### config.mk
export PLATFORM = sky130hd
export DESIGN_NAME = gb_stencil_tx
export DESIGN_NICKNAME = d
export VERILOG_FILES = /design/src/rtl/gb_pkg.sv /design/src/rtl/gb_stream_fifo2.sv /design/src/rtl/gb_stencil_tx.sv
export SDC_FILE = /design/constraint.sdc
export NUM_CORES = 1
export LEC_CHECK = 0
export CAP_MARGIN = 20
export CORE_MARGIN = 4
export CORE_UTILIZATION = 40
export CTS_BUF_LIST = sky130_fd_sc_hd__clkbuf_4 sky130_fd_sc_hd__clkbuf_8
export DETAILED_ROUTE_END_ITERATION = 12
export GPL_TIMING_DRIVEN = 0
export SYNTH_ARGS = -nofsm -noshare
export SYNTH_HDL_FRONTEND = slang
export SYNTH_SLANG_ARGS = --single-unit
### constraint.sdc
create_clock -name clk -period 12.4 [get_ports clk]
set_input_delay 1.24 -clock clk [delete_from_list [all_inputs] [get_ports clk]]
set_output_delay 1.24 -clock clk [all_outputs]
set_load 0.01 [all_outputs]
### src/rtl/gb_pkg.sv
// Shared definitions for the Gaussian-blur output stage.
// Holds the stencil geometry, the 1-2-1 binomial kernel, the normalisation
// shift, the default frame size and the kernel arithmetic function.
package gb_pkg;
    localparam int PIX_W       = 8;
    localparam int STENCIL_DIM = 3;
    localparam int STENCIL_W   = PIX_W * STENCIL_DIM * STENCIL_DIM;  // 72
    localparam int SUM_W       = 12;                                 // max 16*255 = 4080
    localparam int NORM_SHIFT  = 4;                                  // kernel weights sum to 16
    localparam int X_W         = 9;
    localparam int Y_W         = 10;
    localparam int DEF_OUT_W   = 480;
    localparam int DEF_OUT_H   = 640;

    localparam logic [STENCIL_DIM-1:0][1:0] KERN = {2'd1, 2'd2, 2'd1};

    // One output beat held in the registered output slot.
    typedef struct packed {
        logic [PIX_W-1:0] data;
        logic             last;
    } beat_t;

    // Separable 1-2-1 x 1-2-1 kernel with round-to-nearest. The result fits
    // in PIX_W bits for every input, so no saturation is needed.
    function automatic logic [PIX_W-1:0] blur3x3(input logic [STENCIL_W-1:0] s);
        logic [SUM_W-1:0] sum;
        logic [SUM_W-1:0] w;
        logic [SUM_W-1:0] p;
        sum = '0;
        for (int r = 0; r < STENCIL_DIM; r++) begin
            for (int c = 0; c < STENCIL_DIM; c++) begin
                w   = SUM_W'(KERN[r]) * SUM_W'(KERN[c]);
                p   = SUM_W'(s[PIX_W*(STENCIL_DIM*r+c) +: PIX_W]);
                sum = sum + w * p;
            end
        end
        sum = sum + SUM_W'(1 << (NORM_SHIFT - 1));
        return sum[NORM_SHIFT +: PIX_W];
    endfunction
endpackage

### src/rtl/gb_stream_fifo2.sv
// Two-entry stream FIFO. buff_0 is always the head; buff_1 holds the second
// entry when full. Pushes while full and pops while empty are ignored.
// Ports: clk/rst (async high), push/push_data, pop, head_data, empty, full.
module gb_stream_fifo2 #(
    parameter int W = 72
) (
    input  logic         clk,
    input  logic         rst,
    input  logic         push,
    input  logic [W-1:0] push_data,
    input  logic         pop,
    output logic [W-1:0] head_data,
    output logic         empty,
    output logic         full
);
    logic [W-1:0] buff_0_q, buff_0_d;
    logic [W-1:0] buff_1_q, buff_1_d;
    logic         empty_q, empty_d;
    logic         full_q, full_d;
    logic         do_push, do_pop;

    assign do_push   = push & ~full_q;
    assign do_pop    = pop & ~empty_q;
    assign head_data = buff_0_q;
    assign empty     = empty_q;
    assign full      = full_q;

    always_comb begin
        buff_0_d = buff_0_q;
        buff_1_d = buff_1_q;
        empty_d  = empty_q;
        full_d   = full_q;
        if (do_push && do_pop) begin
            // only reachable with exactly one entry: replace the head
            buff_0_d = push_data;
        end else if (do_pop) begin
            buff_0_d = buff_1_q;
            full_d   = 1'b0;
            empty_d  = ~full_q;
        end else if (do_push) begin
            if (empty_q) begin
                buff_0_d = push_data;
                empty_d  = 1'b0;
            end else begin
                buff_1_d = push_data;
                full_d   = 1'b1;
            end
        end
    end

    always_ff @(posedge clk or posedge rst) begin
        if (rst) begin
            buff_0_q <= '0;
            buff_1_q <= '0;
            empty_q  <= 1'b1;
            full_q   <= 1'b0;
        end else begin
            buff_0_q <= buff_0_d;
            buff_1_q <= buff_1_d;
            empty_q  <= empty_d;
            full_q   <= full_d;
        end
    end
endmodule

### src/rtl/gb_stencil_tx.sv
// Output end of the Gaussian-blur pipeline. Buffers 3x3 stencils in a
// 2-entry FIFO, blurs the head with the 1-2-1 kernel and sends one 8-bit
// pixel per stencil on the arg_0 AXI-stream master with TLAST at frame end.
// Ports: stencil_in_* (input stream), arg_0_* (AXI-stream out), FIFO status,
// out_x/out_y (position of the next pixel to emit), frame_done pulse.
module gb_stencil_tx
    import gb_pkg::*;
#(
    parameter int OUT_W = DEF_OUT_W,
    parameter int OUT_H = DEF_OUT_H
) (
    input  logic                 clk,
    input  logic                 rst,
    input  logic [STENCIL_W-1:0] stencil_in_data,
    input  logic                 stencil_in_valid,
    output logic                 stencil_in_ready,
    output logic [PIX_W-1:0]     arg_0_TDATA,
    output logic                 arg_0_TVALID,
    output logic                 arg_0_TLAST,
    input  logic                 arg_0_TREADY,
    output logic                 stencil_stream_empty,
    output logic                 stencil_stream_full,
    output logic [X_W-1:0]       out_x,
    output logic [Y_W-1:0]       out_y,
    output logic                 frame_done
);
    localparam logic [X_W-1:0] X_LAST = X_W'(OUT_W - 1);
    localparam logic [Y_W-1:0] Y_LAST = Y_W'(OUT_H - 1);

    logic [STENCIL_W-1:0] head;
    logic                 slot_free, fifo_pop, hs;
    beat_t                beat_q, beat_d;
    logic                 tvalid_q, tvalid_d;
    logic [X_W-1:0]       out_x_q, out_x_d, x_nxt, ld_x;
    logic [Y_W-1:0]       out_y_q, out_y_d, y_nxt, ld_y;

    assign stencil_in_ready = ~stencil_stream_full;
    assign hs               = tvalid_q & arg_0_TREADY;
    assign slot_free        = ~tvalid_q | arg_0_TREADY;
    assign fifo_pop         = slot_free & ~stencil_stream_empty;

    gb_stream_fifo2 #(.W(STENCIL_W)) u_fifo (
        .clk       (clk),
        .rst       (rst),
        .push      (stencil_in_valid & stencil_in_ready),
        .push_data (stencil_in_data),
        .pop       (fifo_pop),
        .head_data (head),
        .empty     (stencil_stream_empty),
        .full      (stencil_stream_full)
    );

    // Raster successor of the current position.
    always_comb begin
        x_nxt = out_x_q + X_W'(1);
        y_nxt = out_y_q;
        if (out_x_q == X_LAST) begin
            x_nxt = '0;
            y_nxt = (out_y_q == Y_LAST) ? '0 : out_y_q + Y_W'(1);
        end
    end

    always_comb begin
        // A beat loaded while the slot is still valid follows the beat that
        // is handshaking this edge, so its position is one step ahead.
        ld_x     = tvalid_q ? x_nxt : out_x_q;
        ld_y     = tvalid_q ? y_nxt : out_y_q;
        beat_d   = beat_q;
        tvalid_d = tvalid_q;
        out_x_d  = out_x_q;
        out_y_d  = out_y_q;
        if (fifo_pop) begin
            beat_d.data = blur3x3(head);
            beat_d.last = (ld_x == X_LAST) && (ld_y == Y_LAST);
            tvalid_d    = 1'b1;
        end else if (slot_free) begin
            tvalid_d = 1'b0;
        end
        if (hs) begin
            out_x_d = x_nxt;
            out_y_d = y_nxt;
        end
    end

    always_ff @(posedge clk or posedge rst) begin
        if (rst) begin
            beat_q   <= '0;
            tvalid_q <= 1'b0;
            out_x_q  <= '0;
            out_y_q  <= '0;
        end else begin
            beat_q   <= beat_d;
            tvalid_q <= tvalid_d;
            out_x_q  <= out_x_d;
            out_y_q  <= out_y_d;
        end
    end

    assign arg_0_TDATA  = beat_q.data;
    assign arg_0_TLAST  = beat_q.last;
    assign arg_0_TVALID = tvalid_q;
    assign out_x        = out_x_q;
    assign out_y        = out_y_q;
    assign frame_done   = hs & beat_q.last;
endmodule

==> results.tsv, run 1 <==
metric	value	unit
status	finished, final reports clean	
ant diodes	0	
post-synthesis register bit count	175	
crit path launch	u_fifo.head_data[4]	
Worst path top cell family by delay	adder cells	
I/O pin count	109	
RR Startpoint	u_fifo.head_data[4]	
Via density	4.88	
clock tree buffer depth	2	
total gr overflow	0	
total routed wirelength	21600	um
DR pass1 iterations	4	
Rows	56	
PortBufs	108	
number of flops mapped to enable cells by yosys	0	
initial antenna violation count	0	
vias in the first global route	6792	
sequential area share after synthesis	0.457	
slowest stage cell, crit path	fa_1	
Setup Skew	21.6	ps
Max Cap Viol	0	
Final ANT Viol Nets	0	
drc violations	0	
Syn Area/Cell	11.1	um2
worst r2r path cells	15	
full die area	26500	um2
fin nets	1142	
post-synth cell types	53	
Buf/Inv on CP	4	
setup ws final	7750	ps
global-route wire length before repair	35900	um
slew margin rel.	0.517	
crit-path max FO	5	
Least-Margin Pin Slew	724	ps
number of fill cells	2267	
Most used DFF post-synth	dfrtp_1	
M1 wire length	10600	um
Tcrit/Tclk final	0.375	
area post-placement	11100	um2
clock latency on the worst-skew pair	470	ps
Final Critical Period	4650	ps
asr flop ratio synth	1.00	
r2r endpoint	arg_0_TDATA[7]	
Final Setup Violations	0	
Post-Syn Nets	1013	
yosys warns	0	
CP Data Arrival Time	4980	ps
count of final max-slew check failures	0	
final core occ	0.489	
type of the most critical hold path	reg2reg	
Max stage delay on crit path	550	ps
Worst Setup EP	arg_0_TDATA[7]	
mapped cell area	9580	um2
dpl ws	7650	ps
core box area	23500	um2
Post-Synthesis Cells	861	
P&R area growth vs syn	20.2	%
CP startpoint kind	register	
Reg2Reg Setup Slack	7750	ps
Worst EP required	12730	ps
Clock transition at path regs	100	ps
RSZ-0062 raised after global routing	false	
# clock sinks	175	
die span in x	163	um
Initial Util	0.407	
Via Count	6443	
GP Congestion	0.789	
gr usage total	0.172	
critical path class	reg2reg	
final setup TNS	0	ps
CP Capture Type	register	
final hold vios	0	
Max Fclk	0.215	GHz
initial drt markers	278	
top sig layer	met4	
postcts setup bufs	0	
Root Driver	clkbuf_8	
critical path depth	15	
Post-CTS Resized	0	
WL met2	9960	um
share of layout cells above drive strength 1	0.129	
# hold bufs at CTS	0	
crit-path cells	inv_1 > fa_1 > inv_1 > fa_1 > fa_1 > inv_1 > fa_1 > inv_1 > ha_1 > and3_1 > a221oi_1 > o21ai_0 > o31ai_1 > xor2_1 > o21ai_0	
largest net degree at the start of global routing	91	
Die H	163	um
routed wl met3	822	um
Final Instance Area	11500	um2
CTS tree	yes	
CTS buffer count	17	
HPWL Detailed	16400	um
CTS H-tree depth	4	
wire per inst	16.4	um
cell usage after synthesis (11+ instances only):
library cell / n / area, um2
dfrtp_1: 174 / 4350
inv_1: 99 / 372
nor2_1: 89 / 334
a21oi_1: 82 / 410
mux2_2: 77 / 867
mux2i_1: 72 / 721
fa_1: 53 / 1060
nand2_1: 26 / 97.6
ha_1: 23 / 288
clkbuf_1: 22 / 82.6
o21ai_0: 21 / 105
xnor2_1: 13 / 114
and3_1: 11 / 68.8
nand3_1: 11 / 55.1
stage by stage:
step | std cells | hold slack [ps]
6_report | 1321 | 506
5_1_grt | 1321 | 520
3_5_place_dp | 1289 | 481
4_1_cts | 1320 | 515
3_3_place_gp | 1288 | 488
2_1_floorplan | 861 | 480
routing by layer:
layer / GRT usage / up-vias
met4: 0.0419 / 0
met5: 0 / -
met1: 0.251 / 3177
met2: 0.266 / 102
met3: 0.0354 / 20
li1: - / 3144
sequential cells by signal, summed over array words and instances, names as in the netlist:
register and cells:
u_fifo.buff_1_q 72, out_x 9, arg_0_TDATA 8, u_fifo.empty 1, u_fifo.head_data 72, out_y 10
arg_0_TLAST 1, arg_0_TVALID 1, u_fifo.full 1
worst register-to-register path, cell delays in order (launching register included):
cell and delay, ps:
dfrtp_1 380, inv_1 90, fa_1 550, inv_1 60, fa_1 500, fa_1 550
inv_1 70, fa_1 540, inv_1 40, ha_1 350, and3_1 190, a221oi_1 360
o21ai_0 240, o31ai_1 280, xor2_1 240, o21ai_0 110
cell usage in the layout, fill, tap and decap left out, types with 2 or more instances in the layout:
| master | synthesis | routed |
|---|---|---|
| o31ai_1 | 7 | 7 |
| nand4b_1 | 3 | 3 |
| buf_4 | 2 | 2 |
| a21o_1 | 3 | 3 |
| or3_1 | 2 | 2 |
| fa_1 | 53 | 53 |
| a221oi_1 | 2 | 2 |
| xnor2_1 | 13 | 13 |
| buf_2 | 10 | 10 |
| nor2_1 | 89 | 89 |
| clkbuf_8 | 0 | 20 |
| a21oi_1 | 82 | 82 |
| nand2_1 | 26 | 26 |
| nor3b_1 | 2 | 2 |
| mux2_2 | 77 | 77 |
| clkinvlp_4 | 0 | 4 |
| o21ai_0 | 21 | 21 |
| a31oi_1 | 2 | 2 |
| clkbuf_1 | 22 | 22 |
| nand3_1 | 11 | 11 |
| nor3_1 | 3 | 3 |
| o211ai_1 | 3 | 3 |
| clkinv_4 | 0 | 2 |
| nor4b_1 | 2 | 2 |
| inv_1 | 99 | 98 |
| clkdlybuf4s50_1 | 0 | 108 |
| nand2b_1 | 5 | 5 |
| o41ai_1 | 2 | 2 |
| mux2i_1 | 72 | 72 |
| clkbuf_4 | 0 | 3 |
| and3_1 | 11 | 11 |
| nand4_1 | 4 | 4 |
| dfrtp_1 | 174 | 174 |
| xor2_1 | 5 | 5 |
| nor4bb_1 | 2 | 2 |
| o211a_1 | 2 | 2 |
| ha_1 | 23 | 23 |
| bufinv_16 | 0 | 2 |
| buf_1 | 7 | 7 |
worst min-delay path by stage:
stage	cells after the start	to	from
after floorplan	1	u_fifo.buff_1_q[70]	u_fifo.buff_1_q[70]
after global placement	1	u_fifo.buff_1_q[26]	u_fifo.buff_1_q[26]
after detailed placement	2	arg_0_TDATA[5]	arg_0_TDATA[5]
after CTS	2	arg_0_TDATA[5]	arg_0_TDATA[5]
after global routing	1	u_fifo.buff_1_q[52]	u_fifo.buff_1_q[52]
final	1	u_fifo.buff_1_q[59]	u_fifo.buff_1_q[59]
cell type report:
class                      instances  area (um2)  share of cell area
multi-input combinational        545        4650               0.404
sequential                       175        4380               0.381
timing repair buffer             110        1120              0.0973
tap                              319         399              0.0347
inverter                          99         379              0.0329
clock buffer                      23         298              0.0259
buffer                            42         179              0.0155
clock inverter                     8         108             0.00935
logic make-up after synthesis:
logic type	count (synthesis)	synth area share
mux	149	0.166
flops	175	0.457
buf+inv	141	0.0575
xor+xnor	18	0.0165
compound gates	132	0.0786
simple gates	170	0.0835
fa+ha+maj	76	0.141
Power of run 1 is not shown: default switching activity piles up to over one toggle a cycle in this logic, so the estimate is an artifact.
==> inputs of run 2 (changes only) <==
- clock period: 12.4 -> 3.73 ns (I/O delays scaled with it)
==> run 2 against run 1 <==
The run now ends with negative setup slack left. Worst setup slack lost 8200 ps. Register-to-register slack worse by 8200 ps. Via count up 1.6%. Non-clock buffer count rose by 11. Die area is the same. Worst hold slack worse by 170 ps. Global-route usage increased by 0.50 points. Final cell count rose by 0.91%. Utilization rose by 1.1 points. Critical path depth fell by 1. Critical path type unchanged.
==> results.tsv, run 2 (same netlist as run 1, synthesis figures left out) <==
metric	value	unit	change
Least-Margin Pin Slew	697	ps	was 724 ps
I/O pin count	109		unchanged
count of final max-slew check failures	0		unchanged
Final Critical Period	4200	ps	was 4650 ps
most common cell after layout, fill and taps aside	dfrtp_1		unchanged
Tcrit/Tclk final	1.13		was 0.375
total routed wirelength	22100	um	was 21600 um
PortBufs	108		unchanged
# hold bufs at CTS	0		unchanged
ant diodes	0		unchanged
setup ws final	-469	ps	was 7750 ps
initial antenna violation count	0		unchanged
Final Setup Violations	7		was 0
HPWL Detailed	16800	um	was 16400 um
full die area	26500	um2	unchanged
Rows	56		unchanged
RSZ-0062 raised after global routing	true		was false
commonest non-fill, non-tap cells in the layout	dfrtp_1, clkdlybuf4s50_1, inv_1, nor2_1, a21oi_1		unchanged
CP Data Arrival Time	4540	ps	was 4980 ps
share of layout cells above drive strength 1	0.165		was 0.129
critical path class	reg2reg		unchanged
Final ANT Viol Nets	0		unchanged
DR pass1 iterations	4		unchanged
drc violations	0		unchanged
CTS buffer count	17		unchanged
Die H	163	um	unchanged
global-route wire length before repair	36700	um	was 35900 um
Clock transition at path regs	100	ps	about the same
Via Count	6547		was 6443
total gr overflow	0		unchanged
type of the most critical hold path	in2async		was reg2reg
CTS tree	yes		unchanged
status	finished with violations		was finished, final reports clean
CTS H-tree depth	4		unchanged
crit-path max FO	3		was 5
wire per inst	16.6	um	was 16.4 um
Initial Util	0.407		unchanged
initial drt markers	307		was 278
Max Cap Viol	0		unchanged
Setup Skew	13.6	ps	was 21.6 ps
Via density	4.91		was 4.88
die span in x	163	um	unchanged
slew margin rel.	0.533		was 0.517
Worst EP required	4070	ps	was 12730 ps
clock latency on the worst-skew pair	460	ps	was 470 ps
core box area	23500	um2	unchanged
clock tree buffer depth	2		unchanged
GP Congestion	0.838		was 0.789
P&R area growth vs syn	22.8	%	was 20.2%
final hold vios	0		unchanged
Root Driver	clkbuf_8		unchanged
gr usage total	0.177		was 0.172
vias in the first global route	6863		was 6792
# clock sinks	175		unchanged
Max Fclk	0.238	GHz	was 0.215 GHz
largest net degree at the start of global routing	41		was 91
fin nets	1153		was 1142
final core occ	0.500		was 0.489
CP Capture Type	register		unchanged
failing checks	negative setup slack		
CP startpoint kind	register		unchanged
-- run 2: cell count changes in the layout (fill, tap and decap cells not counted), sizes merged --
cell      delta
clkbuf       -4
inv          +5
bufinv       -1
clkinv       +3
buf         +11
clkinvlp     -2
-- run 2: cell type report --
cell class                      instances  area [um2]
Fill cell                            2230       11800
Multi-Input combinational cell        545        4790
Sequential cell                       175        4380
Timing Repair Buffer                  121        1250
Tap cell                              319         399
Inverter                               99         375
Clock buffer                           19         262
Buffer                                 42         179
Clock inverter                         13         125
-- run 2: stage by stage --
step	setup slack (ps)	TNS (ps)	instances	hold WS (ps)	instance area, um2
2_1_floorplan	-201	-268	861	480	9610
3_3_place_gp	-572	-86830	1288	480	11100
3_5_place_dp	-561	-2300	1293	495	11200
4_1_cts	-394	-1270	1329	316	11700
5_1_grt	-641	-2520	1333	353	11800
6_report	-469	-1390	1333	334	11800
-- run 2: final timing paths --
kind                                      startpoint                   to  slack [ps]  depth (start not counted)
worst min register to register   u_fifo.buff_1_q[49]  u_fifo.buff_1_q[49]         510                          1
worst min-delay path                             rst  u_fifo.buff_1_q[54]         330                          2
worst max register to register  u_fifo.head_data[70]       arg_0_TDATA[6]        -470                         14
worst max-delay path            u_fifo.head_data[70]       arg_0_TDATA[6]        -470                         14
min in group clk                 u_fifo.buff_1_q[49]  u_fifo.buff_1_q[49]         510                          1
max in group asynchronous                        rst             out_y[4]        2160                          6
-- run 2: timing repair --
item,4_1_cts,5_1_grt
gates resized for setup,22,12
setup endpoints to repair,7,8
pin swaps,25,16
buffers inserted,4,3
-- run 2: critical path: stages, from the launching register on --
cell,delay [ps]
dfrtp_2,460
fa_1,550
fa_1,450
fa_1,550
inv_1,50
fa_1,470
inv_1,60
ha_4,270
o21a_1,160
o211ai_1,150
buf_4,160
a21o_1,160
a2111oi_1,400
a31oi_1,80
o311ai_0,120
-- run 2: layer usage --
layer  wire, um  GRT usage  part of all wire  vias up
met5          0          0                 0        -
met4        190     0.0374            0.0086        0
met3        878     0.0337             0.040       15
met2      10300      0.276              0.46      104
met1      10800      0.261              0.49     3264
li1           -          -                 -     3164
Power of run 2 is left out for the same reason.
